<file path="src/rtl/pipe_hazard_ctrl_pkg.sv">
`default_nettype none
// ============================================================================
// Module      : Pipe_Buf_Reg_PKG
// Description : Shared definitions for the pipeline buffer registers and the
//               hazard controller: controller state encoding, forwarding-mux
//               select codes and the write-back source code for pc_plus_4.
// Revision    : 1.0  initial release
// ============================================================================
package Pipe_Buf_Reg_PKG;

    // Hazard controller FSM encoding.
    typedef enum logic [1:0] {
        RUN   = 2'b00,
        WAIT  = 2'b01,
        ERROR = 2'b10
    } hz_state_e;

    // EX operand forwarding selects.
    localparam logic [1:0] FWD_REG = 2'b00;  // register-file value
    localparam logic [1:0] FWD_WB  = 2'b01;  // MEM/WB write-back value
    localparam logic [1:0] FWD_ALU = 2'b10;  // EX/MEM ALU_result
    localparam logic [1:0] FWD_PC4 = 2'b11;  // EX/MEM pc_plus_4 (jal/jalr link)

    // ex_mem_reg_wb_src code meaning "write back pc_plus_4".
    localparam logic [1:0] WB_SRC_PC4 = 2'b10;

endpackage
`default_nettype wire

</file>
<file path="src/rtl/pipe_hazard_ctrl_fwd_unit.sv">
`default_nettype none
// ============================================================================
// Module      : fwd_unit
// Description : Forwarding select for one EX operand. The youngest producer
//               (EX/MEM) wins over MEM/WB; x0 is never forwarded.
// Ports       : i_rs                 - ID/EX source register of this operand
//               i_ex_mem_rd          - EX/MEM destination register
//               i_ex_mem_reg_write   - EX/MEM writes the register file
//               i_ex_mem_reg_wb_src  - EX/MEM write-back source select
//               i_mem_wb_rd          - MEM/WB destination register
//               i_mem_wb_reg_write   - MEM/WB writes the register file
//               o_fwd                - operand mux select (FWD_* codes)
// Revision    : 1.0  initial release
// ============================================================================
module fwd_unit
    import Pipe_Buf_Reg_PKG::*;
(
    input  logic [4:0] i_rs,
    input  logic [4:0] i_ex_mem_rd,
    input  logic       i_ex_mem_reg_write,
    input  logic [1:0] i_ex_mem_reg_wb_src,
    input  logic [4:0] i_mem_wb_rd,
    input  logic       i_mem_wb_reg_write,
    output logic [1:0] o_fwd
);

    logic w_ex_hit;
    logic w_wb_hit;

    assign w_ex_hit = i_ex_mem_reg_write && (i_ex_mem_rd == i_rs);
    assign w_wb_hit = i_mem_wb_reg_write && (i_mem_wb_rd == i_rs);

    always_comb begin
        o_fwd = FWD_REG;
        if (i_rs != 5'd0) begin
            if (w_ex_hit) begin
                // A link instruction in EX/MEM has pc_plus_4 as its result.
                o_fwd = (i_ex_mem_reg_wb_src == WB_SRC_PC4) ? FWD_PC4 : FWD_ALU;
            end else if (w_wb_hit) begin
                o_fwd = FWD_WB;
            end
        end
    end

endmodule
`default_nettype wire

</file>
<file path="src/rtl/pipe_hazard_ctrl.sv">
`default_nettype none
// ============================================================================
// Module      : pipe_hazard_ctrl
// Description : Hazard and stall controller for the five-stage pipeline.
//               Drives buffer-register enables, flushes, EX forwarding and
//               the data-memory handshake; times out slow memory accesses.
// Ports       : clk, rst_n                        - clock, async active-low reset
//               if_id_*/id_ex_*/ex_mem_*/mem_wb_* - buffer register fields
//               branch_taken                      - EX resolved a taken branch
//               dmem_ack                          - data memory access done
//               *_write_en                        - buffer-register enables
//               if_id_flush, id_ex_flush          - load NOP into IF/ID, ID/EX
//               mem_wb_bubble                     - load NOP into MEM/WB
//               forward_a, forward_b              - EX operand selects
//               dmem_req                          - data memory request
//               mem_error                         - sticky memory timeout
//               stall_cycles                      - saturating frozen-cycle count
// Revision    : 1.0  initial release
// ============================================================================
module pipe_hazard_ctrl
    import Pipe_Buf_Reg_PKG::*;
#(
    parameter int MEM_TIMEOUT = 255,
    parameter int CNT_W       = 16
) (
    input  logic             clk,
    input  logic             rst_n,
    input  logic [4:0]       if_id_rs1,
    input  logic [4:0]       if_id_rs2,
    input  logic [4:0]       id_ex_rs1,
    input  logic [4:0]       id_ex_rs2,
    input  logic [4:0]       id_ex_rd,
    input  logic             id_ex_mem_read,
    input  logic             branch_taken,
    input  logic [4:0]       ex_mem_rd,
    input  logic             ex_mem_reg_write,
    input  logic [1:0]       ex_mem_reg_wb_src,
    input  logic             ex_mem_mem_read,
    input  logic             ex_mem_mem_write,
    input  logic [4:0]       mem_wb_rd,
    input  logic             mem_wb_reg_write,
    input  logic             dmem_ack,
    output logic             pc_write_en,
    output logic             if_id_write_en,
    output logic             id_ex_write_en,
    output logic             ex_mem_write_en,
    output logic             if_id_flush,
    output logic             id_ex_flush,
    output logic             mem_wb_bubble,
    output logic [1:0]       forward_a,
    output logic [1:0]       forward_b,
    output logic             dmem_req,
    output logic             mem_error,
    output logic [CNT_W-1:0] stall_cycles
);

    localparam logic [1:0]       c_ST_RUN   = 2'(RUN);
    localparam logic [1:0]       c_ST_WAIT  = 2'(WAIT);
    localparam logic [1:0]       c_ST_ERROR = 2'(ERROR);
    localparam logic [CNT_W-1:0] c_TIMEOUT  = CNT_W'(MEM_TIMEOUT);
    localparam logic [CNT_W-1:0] c_CNT_MAX  = {CNT_W{1'b1}};

    logic [1:0]       r_state;
    logic [CNT_W-1:0] r_timer;
    logic             r_mem_error;
    logic [CNT_W-1:0] r_stall_cycles;

    logic             w_access;
    logic             w_err;
    logic             w_freeze;
    logic             w_load_use;
    logic             w_stall;
    logic [1:0]       w_fwd_a;
    logic [1:0]       w_fwd_b;

    assign w_access   = ex_mem_mem_read | ex_mem_mem_write;
    assign w_err      = (r_state == c_ST_ERROR);
    assign w_freeze   = (w_access & ~dmem_ack & ~w_err) | w_err;
    assign w_load_use = id_ex_mem_read && (id_ex_rd != 5'd0) &&
                        ((id_ex_rd == if_id_rs1) || (id_ex_rd == if_id_rs2));
    // A taken branch squashes the dependent instruction, so no bubble then.
    assign w_stall    = w_freeze | (w_load_use & ~branch_taken);

    fwd_unit u_fwd_a (
        .i_rs                (id_ex_rs1),
        .i_ex_mem_rd         (ex_mem_rd),
        .i_ex_mem_reg_write  (ex_mem_reg_write),
        .i_ex_mem_reg_wb_src (ex_mem_reg_wb_src),
        .i_mem_wb_rd         (mem_wb_rd),
        .i_mem_wb_reg_write  (mem_wb_reg_write),
        .o_fwd               (w_fwd_a)
    );

    fwd_unit u_fwd_b (
        .i_rs                (id_ex_rs2),
        .i_ex_mem_rd         (ex_mem_rd),
        .i_ex_mem_reg_write  (ex_mem_reg_write),
        .i_ex_mem_reg_wb_src (ex_mem_reg_wb_src),
        .i_mem_wb_rd         (mem_wb_rd),
        .i_mem_wb_reg_write  (mem_wb_reg_write),
        .o_fwd               (w_fwd_b)
    );

    // Pipeline control. While reset is held the whole pipe is filled with
    // NOPs and nothing advances.
    always_comb begin
        pc_write_en     = 1'b1;
        if_id_write_en  = 1'b1;
        id_ex_write_en  = 1'b1;
        ex_mem_write_en = 1'b1;
        if_id_flush     = 1'b0;
        id_ex_flush     = 1'b0;
        mem_wb_bubble   = 1'b0;
        dmem_req        = w_access & ~w_err;
        forward_a       = w_fwd_a;
        forward_b       = w_fwd_b;
        if (!rst_n) begin
            pc_write_en     = 1'b0;
            if_id_write_en  = 1'b0;
            id_ex_write_en  = 1'b0;
            ex_mem_write_en = 1'b0;
            if_id_flush     = 1'b1;
            id_ex_flush     = 1'b1;
            mem_wb_bubble   = 1'b1;
            dmem_req        = 1'b0;
            forward_a       = FWD_REG;
            forward_b       = FWD_REG;
        end else if (w_freeze) begin
            // A branch seen here stays in ID/EX and flushes once unfrozen.
            pc_write_en     = 1'b0;
            if_id_write_en  = 1'b0;
            id_ex_write_en  = 1'b0;
            ex_mem_write_en = 1'b0;
            mem_wb_bubble   = 1'b1;
        end else if (branch_taken) begin
            if_id_flush     = 1'b1;
            id_ex_flush     = 1'b1;
        end else if (w_load_use) begin
            pc_write_en     = 1'b0;
            if_id_write_en  = 1'b0;
            id_ex_flush     = 1'b1;
        end
    end

    always_ff @(posedge clk or negedge rst_n) begin
        if (!rst_n) begin
            r_state        <= c_ST_RUN;
            r_timer        <= '0;
            r_mem_error    <= 1'b0;
            r_stall_cycles <= '0;
        end else begin
            case (r_state)
                c_ST_RUN: begin
                    if (w_access && !dmem_ack) begin
                        r_state <= c_ST_WAIT;
                        r_timer <= {{(CNT_W-1){1'b0}}, 1'b1};
                    end
                end
                c_ST_WAIT: begin
                    if (dmem_ack) begin
                        r_state <= c_ST_RUN;
                        r_timer <= '0;
                    end else if (r_timer == c_TIMEOUT) begin
                        r_state     <= c_ST_ERROR;
                        r_mem_error <= 1'b1;
                    end else begin
                        r_timer <= r_timer + 1'b1;
                    end
                end
                c_ST_ERROR: begin
                    r_state <= c_ST_ERROR;
                end
                default: begin
                    r_state <= c_ST_RUN;
                    r_timer <= '0;
                end
            endcase

            if (w_stall && (r_stall_cycles != c_CNT_MAX)) begin
                r_stall_cycles <= r_stall_cycles + 1'b1;
            end
        end
    end

    assign mem_error    = r_mem_error;
    assign stall_cycles = r_stall_cycles;

endmodule
`default_nettype wire

</file>
<file path="config.mk">
export PLATFORM = sky130hd
export DESIGN_NAME = pipe_hazard_ctrl
export DESIGN_NICKNAME = d
export VERILOG_FILES = /design/src/rtl/pipe_hazard_ctrl_pkg.sv /design/src/rtl/pipe_hazard_ctrl_fwd_unit.sv /design/src/rtl/pipe_hazard_ctrl.sv
export SDC_FILE = /design/constraint.sdc
export NUM_CORES = 1
export LEC_CHECK = 0
export BUFFER_PORTS_ARGS = -buffer_cell sky130_fd_sc_hd__buf_2
export CORE_ASPECT_RATIO = 0.5
export CORE_UTILIZATION = 30
export DETAILED_ROUTE_END_ITERATION = 8
export GPL_ROUTABILITY_DRIVEN = 0
export REMOVE_ABC_BUFFERS = 1
export SLEW_MARGIN = 25
export SYNTH_ARGS = -nofsm -noshare
export SYNTH_HDL_FRONTEND = slang
export SYNTH_SLANG_ARGS = --single-unit
</file>
<file path="constraint.sdc">
create_clock -name clk -period 2.2 [get_ports clk]
set_input_delay 0.22 -clock clk [delete_from_list [all_inputs] [get_ports clk]]
set_output_delay 0.22 -clock clk [all_outputs]
set_load 0.01 [all_outputs]
</file>
* Yosys cells after proc, flatten, opt, wreduce, memory -nomap -nowiden *
Cells that the tools add are included.
W data, S select, Z words.

storage, ports and cells
  register bits = 35
  input port bits = 46
  output and inout bits = 29
  word-level logic and storage cells = 80

operators by class
  $add $sub $neg = 2
  equality and inequality tests = 14
  multiplexer cells = 33
  bitwise logic cells = 10
  reductions and logical operators = 17

operators with widths
  cell                     number
  $mux W16                 3
  $pmux W16 S3             1
  $add A16 B1 Y16 const B  2
  $eq A5 B5 Y1             6
  $mux W1                  19
  $mux W2                  9
  $eq A16 B8 Y1 const B    1
  $ne A16 B16 Y1 const B   1
  $reduce_bool A5 Y1       3
  $logic_and A1 B1 Y1      8
  $ne A3 B3 Y1 const B     2
  $pmux W2 S3              1
  $reduce_and A3 Y1        2
  $and A1 B1 Y1            4
  $eq A2 B2 Y1 const B     2
  $not A1 Y1               3
  $or A1 B1 Y1             3
  $eq A2 B1 Y1 const B     1
  $logic_not A2 Y1         1
  $ne A2 B2 Y1 const B     1
  $reduce_and A2 Y1        1
  $logic_not A1 Y1         1
  $logic_or A1 B1 Y1       1

* Depth between registers and ports, before layout *
  depth after elaboration = 7
  gate-level depth with buffers = 8
  gate-level depth less buffers = 7

* Modules after synthesis *
Synthesis repeated with hierarchy kept, for this count alone.

second synthesis, totals
  cells, all modules = 251
  area, all modules = 2,293.4 µm²

by module, submodules not included
  module            times used  cells an instance  area an instance (µm²)  sequential area each (µm²)
  pipe_hazard_ctrl  1           211                1,995.7                 875.8
  fwd_unit          2           20                 148.9                   0.0

* Worst setup path before layout *
OpenSTA, ideal clock, no wires.

  path kind = input-to-output
  start = input id_ex_rd[1]
  end = output pc_write_en
  data arrival time = 1,657 ps
  required time = 1,980 ps
  slack = 323 ps
  cell stages on the path = 6
  buffers on the path = 2
  cell sequence = or4_1 > o21ai_2 > o311ai_4 > buf_6 > nor2_1 > buf_4

between the ends
  cells in the longest elaborated chain, start to end = 7
  elaborated cells on any way between the ends = 10
  classes of those cells = eq/ne (2); mux (4); reduce/logical (4)

ends and longest elaborated chain
  item                                                              line                                            source
  start, declared                                                   pipe_hazard_ctrl.sv:32                          input logic [4:0] id_ex_rd,
  $eq A5 B5 Y1 / $reduce_bool A5 Y1 (equally long branches)         pipe_hazard_ctrl.sv:80, pipe_hazard_ctrl.sv:79
  $logic_or A1 B1 Y1 / $logic_and A1 B1 Y1 (equally long branches)  pipe_hazard_ctrl.sv:80, pipe_hazard_ctrl.sv:79
  $logic_and A1 B1 Y1 (*)                                           pipe_hazard_ctrl.sv:79                          assign w_load_use = id_ex_mem_read && (id_ex_rd != 5'd0) &&
  $mux W1 (*) (4 in a row)                                          -
  end, declared                                                     pipe_hazard_ctrl.sv:43                          output logic pc_write_en,

Mark *: on every way between the ends. The rest lies on a longest branch, timed or not.

* Worst setup path in the final report *
  start = register r_timer[0]
  end = register r_timer[7]

between the ends
  cells in the longest elaborated chain, start to end = 4
  elaborated cells on any way between the ends = 7
  classes of those cells = add/sub (1); eq/ne (2); mux (3); reduce/logical (1)

ends and longest elaborated chain
  item                    line                     source
  start, declared         pipe_hazard_ctrl.sv:64   logic [CNT_W-1:0] r_timer;
  start signal, assigned  pipe_hazard_ctrl.sv:156  r_timer <= {{(CNT_W-1){1'b0}}, 1'b1};
  start signal, assigned  pipe_hazard_ctrl.sv:167  r_timer <= r_timer + 1'b1;
  $add A16 B1 Y16         pipe_hazard_ctrl.sv:167
  $mux W16                pipe_hazard_ctrl.sv:163  end else if (r_timer == c_TIMEOUT) begin
  $mux W16                pipe_hazard_ctrl.sv:160  if (dmem_ack) begin
  $pmux W16 S3            pipe_hazard_ctrl.sv:152  case (r_state)

Parallel ways exist; a longest one is shown, timed or not. The select of a mux whose other input is x is not followed.
A chain may end at the register's enable or synchronous reset.

==> results_dict.tcl <==
set metrics [dict create \
    wire_per_inst_um 12.3 \
    powerDensity_nw_per_um2 657 \
    required_ps 2360 \
    synth-seq-cells 35 \
    grt_pass1_wl_um 8820 \
    vias 2082 \
    drtIter0Drc 92 \
    insertion_delay_ps 270 \
    postCtsHoldBufs 0 \
    worstPathArrival_ps 2130 \
    dp_hpwl_um 4180 \
    htreeDepth 2 \
    final_antenna_net_count 0 \
    drv_slew 0 \
    yosysSeqAreaShare 0.378 \
    seqCellArea_um2 876 \
    period_share 0.895 \
    antenna_found_initial 0 \
    tritoncts "done" \
    hp-class "in2async" \
    yosys-top-cells-area "dfrtp_1 38%, xor2_1 14%, xnor2_1 6.4%" \
    peakVddDrop_v 0.000325 \
    multi_input_area_um2 1390 \
    grt_pass1_vias 1987 \
    setup_tns_ps 0 \
    cts_sinks 35 \
    clock.fmax_mhz 508 \
    via_per_inst 4.90 \
    slew_headroom 0.603 \
    setup_viol 0 \
    start_util 0.313 \
    setup_ws_ps 231 \
    synth_top_area_share 0.378 \
    post_cts_buffers 0 \
    layout.nets 376 \
    synth.avg_cell_area_um2 9.41 \
    fp.dieH_um 64.1 \
    p_sw_frac 0.301 \
    drt_wl_total_um 5220 \
    p_int_uw 1360 \
    diodes 0 \
    hold_viol 0 \
    pre_cts_ws_ps 205 \
    synth_edf_count 0 \
    area_growth_pct 27.6 \
    async_flop_share 1.00 \
    numCtsBuffers 5 \
    netlist_instances 246 \
    synth_common_cells "37 x xor2_1, 35 x dfrtp_1, 32 x nor2_1" \
    post-route-min-period_ps 1970 \
    status "finished, final reports clean" \
    rsz0062_at_grt "false" \
    crit_path_start_kind "flop" \
    p_leak_uw 0.00146 \
    io_pins 75 \
    synth_top_area_cell "dfrtp_1" \
    dr.pass1.iters 4 \
    grt-ovfl-total 0 \
    die_area_um2 8100 \
    p_comb_frac 0.242 \
    postCtsResizedCells 0 \
    clockRootBuffer "clkbuf_16" \
    cts.path.max_buffers 2 \
    seq_power_share 0.418 \
    synth_warnings 0 \
    fillers 715 \
    worst_setup_path_end_kind "flop" \
    pwr-share-clk 0.341 \
    grt_max_degree 36 \
    whs_ps 117 \
    syn_area_um2 2320 \
    ys_types 45 \
    worstMarginPinSlew_ps 594 \
    clkTransAtPathRegs_ps 50 \
    clock_skew_ps 4.30 \
    fp.coreArea_um2 7400 \
    path_class "reg2reg" \
    cp_max_fo 14 \
    num_rows 22 \
    layout-drive-gt1-share 0.319 \
    synth.most_common_cell "xor2_1" \
    p_switching_uw 585 \
    route.detailed.drc 0 \
    max-cap-violations 0 \
    die_w_um 126 \
    track_usage 0.135 \
    portBuffers 74 \
    synth_top_flop_cell "dfrtp_1" \
]
==> cell families after synthesis <==
logic type | count (synthesis) | synth area share
AND/OR/NAND/NOR | 118 | 0.286
XOR/XNOR | 54 | 0.204
flip-flops | 35 | 0.378
AO/OA/AOI/OAI | 23 | 0.0778
buffers and inverters | 10 | 0.0232
multiplexers | 4 | 0.0200
adder cells (fa/ha/maj) | 2 | 0.0108
==> path summary, 6_finish.rpt <==
kind | slack (ps) | depth (start not counted) | start | to
max | 230 | 7 | r_timer[0] | r_timer[7]
min | 120 | 2 | rst_n | r_timer[2]
max reg2reg | 230 | 7 | r_timer[0] | r_timer[7]
min reg2reg | 460 | 1 | mem_error | mem_error
max in group asynchronous | 1760 | 2 | rst_n | stall_cycles[0]
min in group clk | 320 | 4 | dmem_ack | r_timer[0]
==> routing by layer <==
metal / routed length (um) / GRT usage / share of wire / vias up
li1: - / - / - / 1030
met1: 2430 / 0.168 / 0.46 / 995
met2: 2540 / 0.237 / 0.49 / 53
met3: 198 / 0.0276 / 0.038 / 4
met4: 60 / 0.0422 / 0.011 / 0
met5: 0 / 0 / 0 / -
==> per-stage QoR <==
step	power, uW	instances	utilization	area (um^2)
after floorplan	1080	241	-	2280
after global placement	1280	417	0.380	2820
after detailed placement	1300	417	0.380	2820
after CTS	1970	425	0.399	2950
after global routing	2070	425	0.399	2950
final	1940	425	0.399	2950
==> cell type report <==
class	instances	share of cell area
clock inverters	1	0.00169
clock buffers	7	0.0449
flip-flops and latches	35	0.296
repair buffers	80	0.141
well taps	96	0.0407
multi-input cells	201	0.469
inverters	5	0.00635
==> worst max-delay path, cell delays in order, from the launching register on <==
cell and delay (ps):
dfrtp_1 410, ha_1 230, and2_1 180, nand4_1 130
o31a_1 480, nand4_1 180, xor2_1 190, nor2_1 60
==> flip-flops by register name, summed over array words and instances (netlist names) <==
signal and flops:
r_timer 16, stall_cycles 16, r_state 2, mem_error 1
==> power groups by stage <==
stage / registers (uW) / logic, uW / clock network, uW
global route: 829 / 525 / 714
finish: 811 / 469 / 661
floorplan: 835 / 241 / 0
detailed placement: 824 / 472 / 0
CTS: 813 / 475 / 678
global placement: 822 / 460 / 0
==> cells in the final DEF, fill, tap and decap left out, types with 2 or more instances in the layout <==
| master | instances |
|---|---|
| a21oi_1 | 2 |
| and2_1 | 2 |
| and3_1 | 14 |
| and3_2 | 2 |
| and4_1 | 2 |
| buf_2 | 74 |
| buf_4 | 6 |
| clkbuf_1 | 2 |
| clkbuf_16 | 5 |
| dfrtp_1 | 35 |
| ha_1 | 2 |
| inv_1 | 5 |
| mux2i_1 | 2 |
| nand2_1 | 15 |
| nand2_2 | 2 |
| nand2b_1 | 2 |
| nand3_1 | 12 |
| nand3_2 | 7 |
| nand4_1 | 10 |
| nand4_2 | 2 |
| nor2_1 | 32 |
| nor3_1 | 2 |
| nor3_2 | 2 |
| nor4_1 | 6 |
| o21ai_0 | 5 |
| o21ai_1 | 4 |
| o21bai_1 | 2 |
| or4_1 | 3 |
| xnor2_1 | 17 |
| xor2_1 | 37 |
No activity file was read; power rests on OpenSTA's default activity.
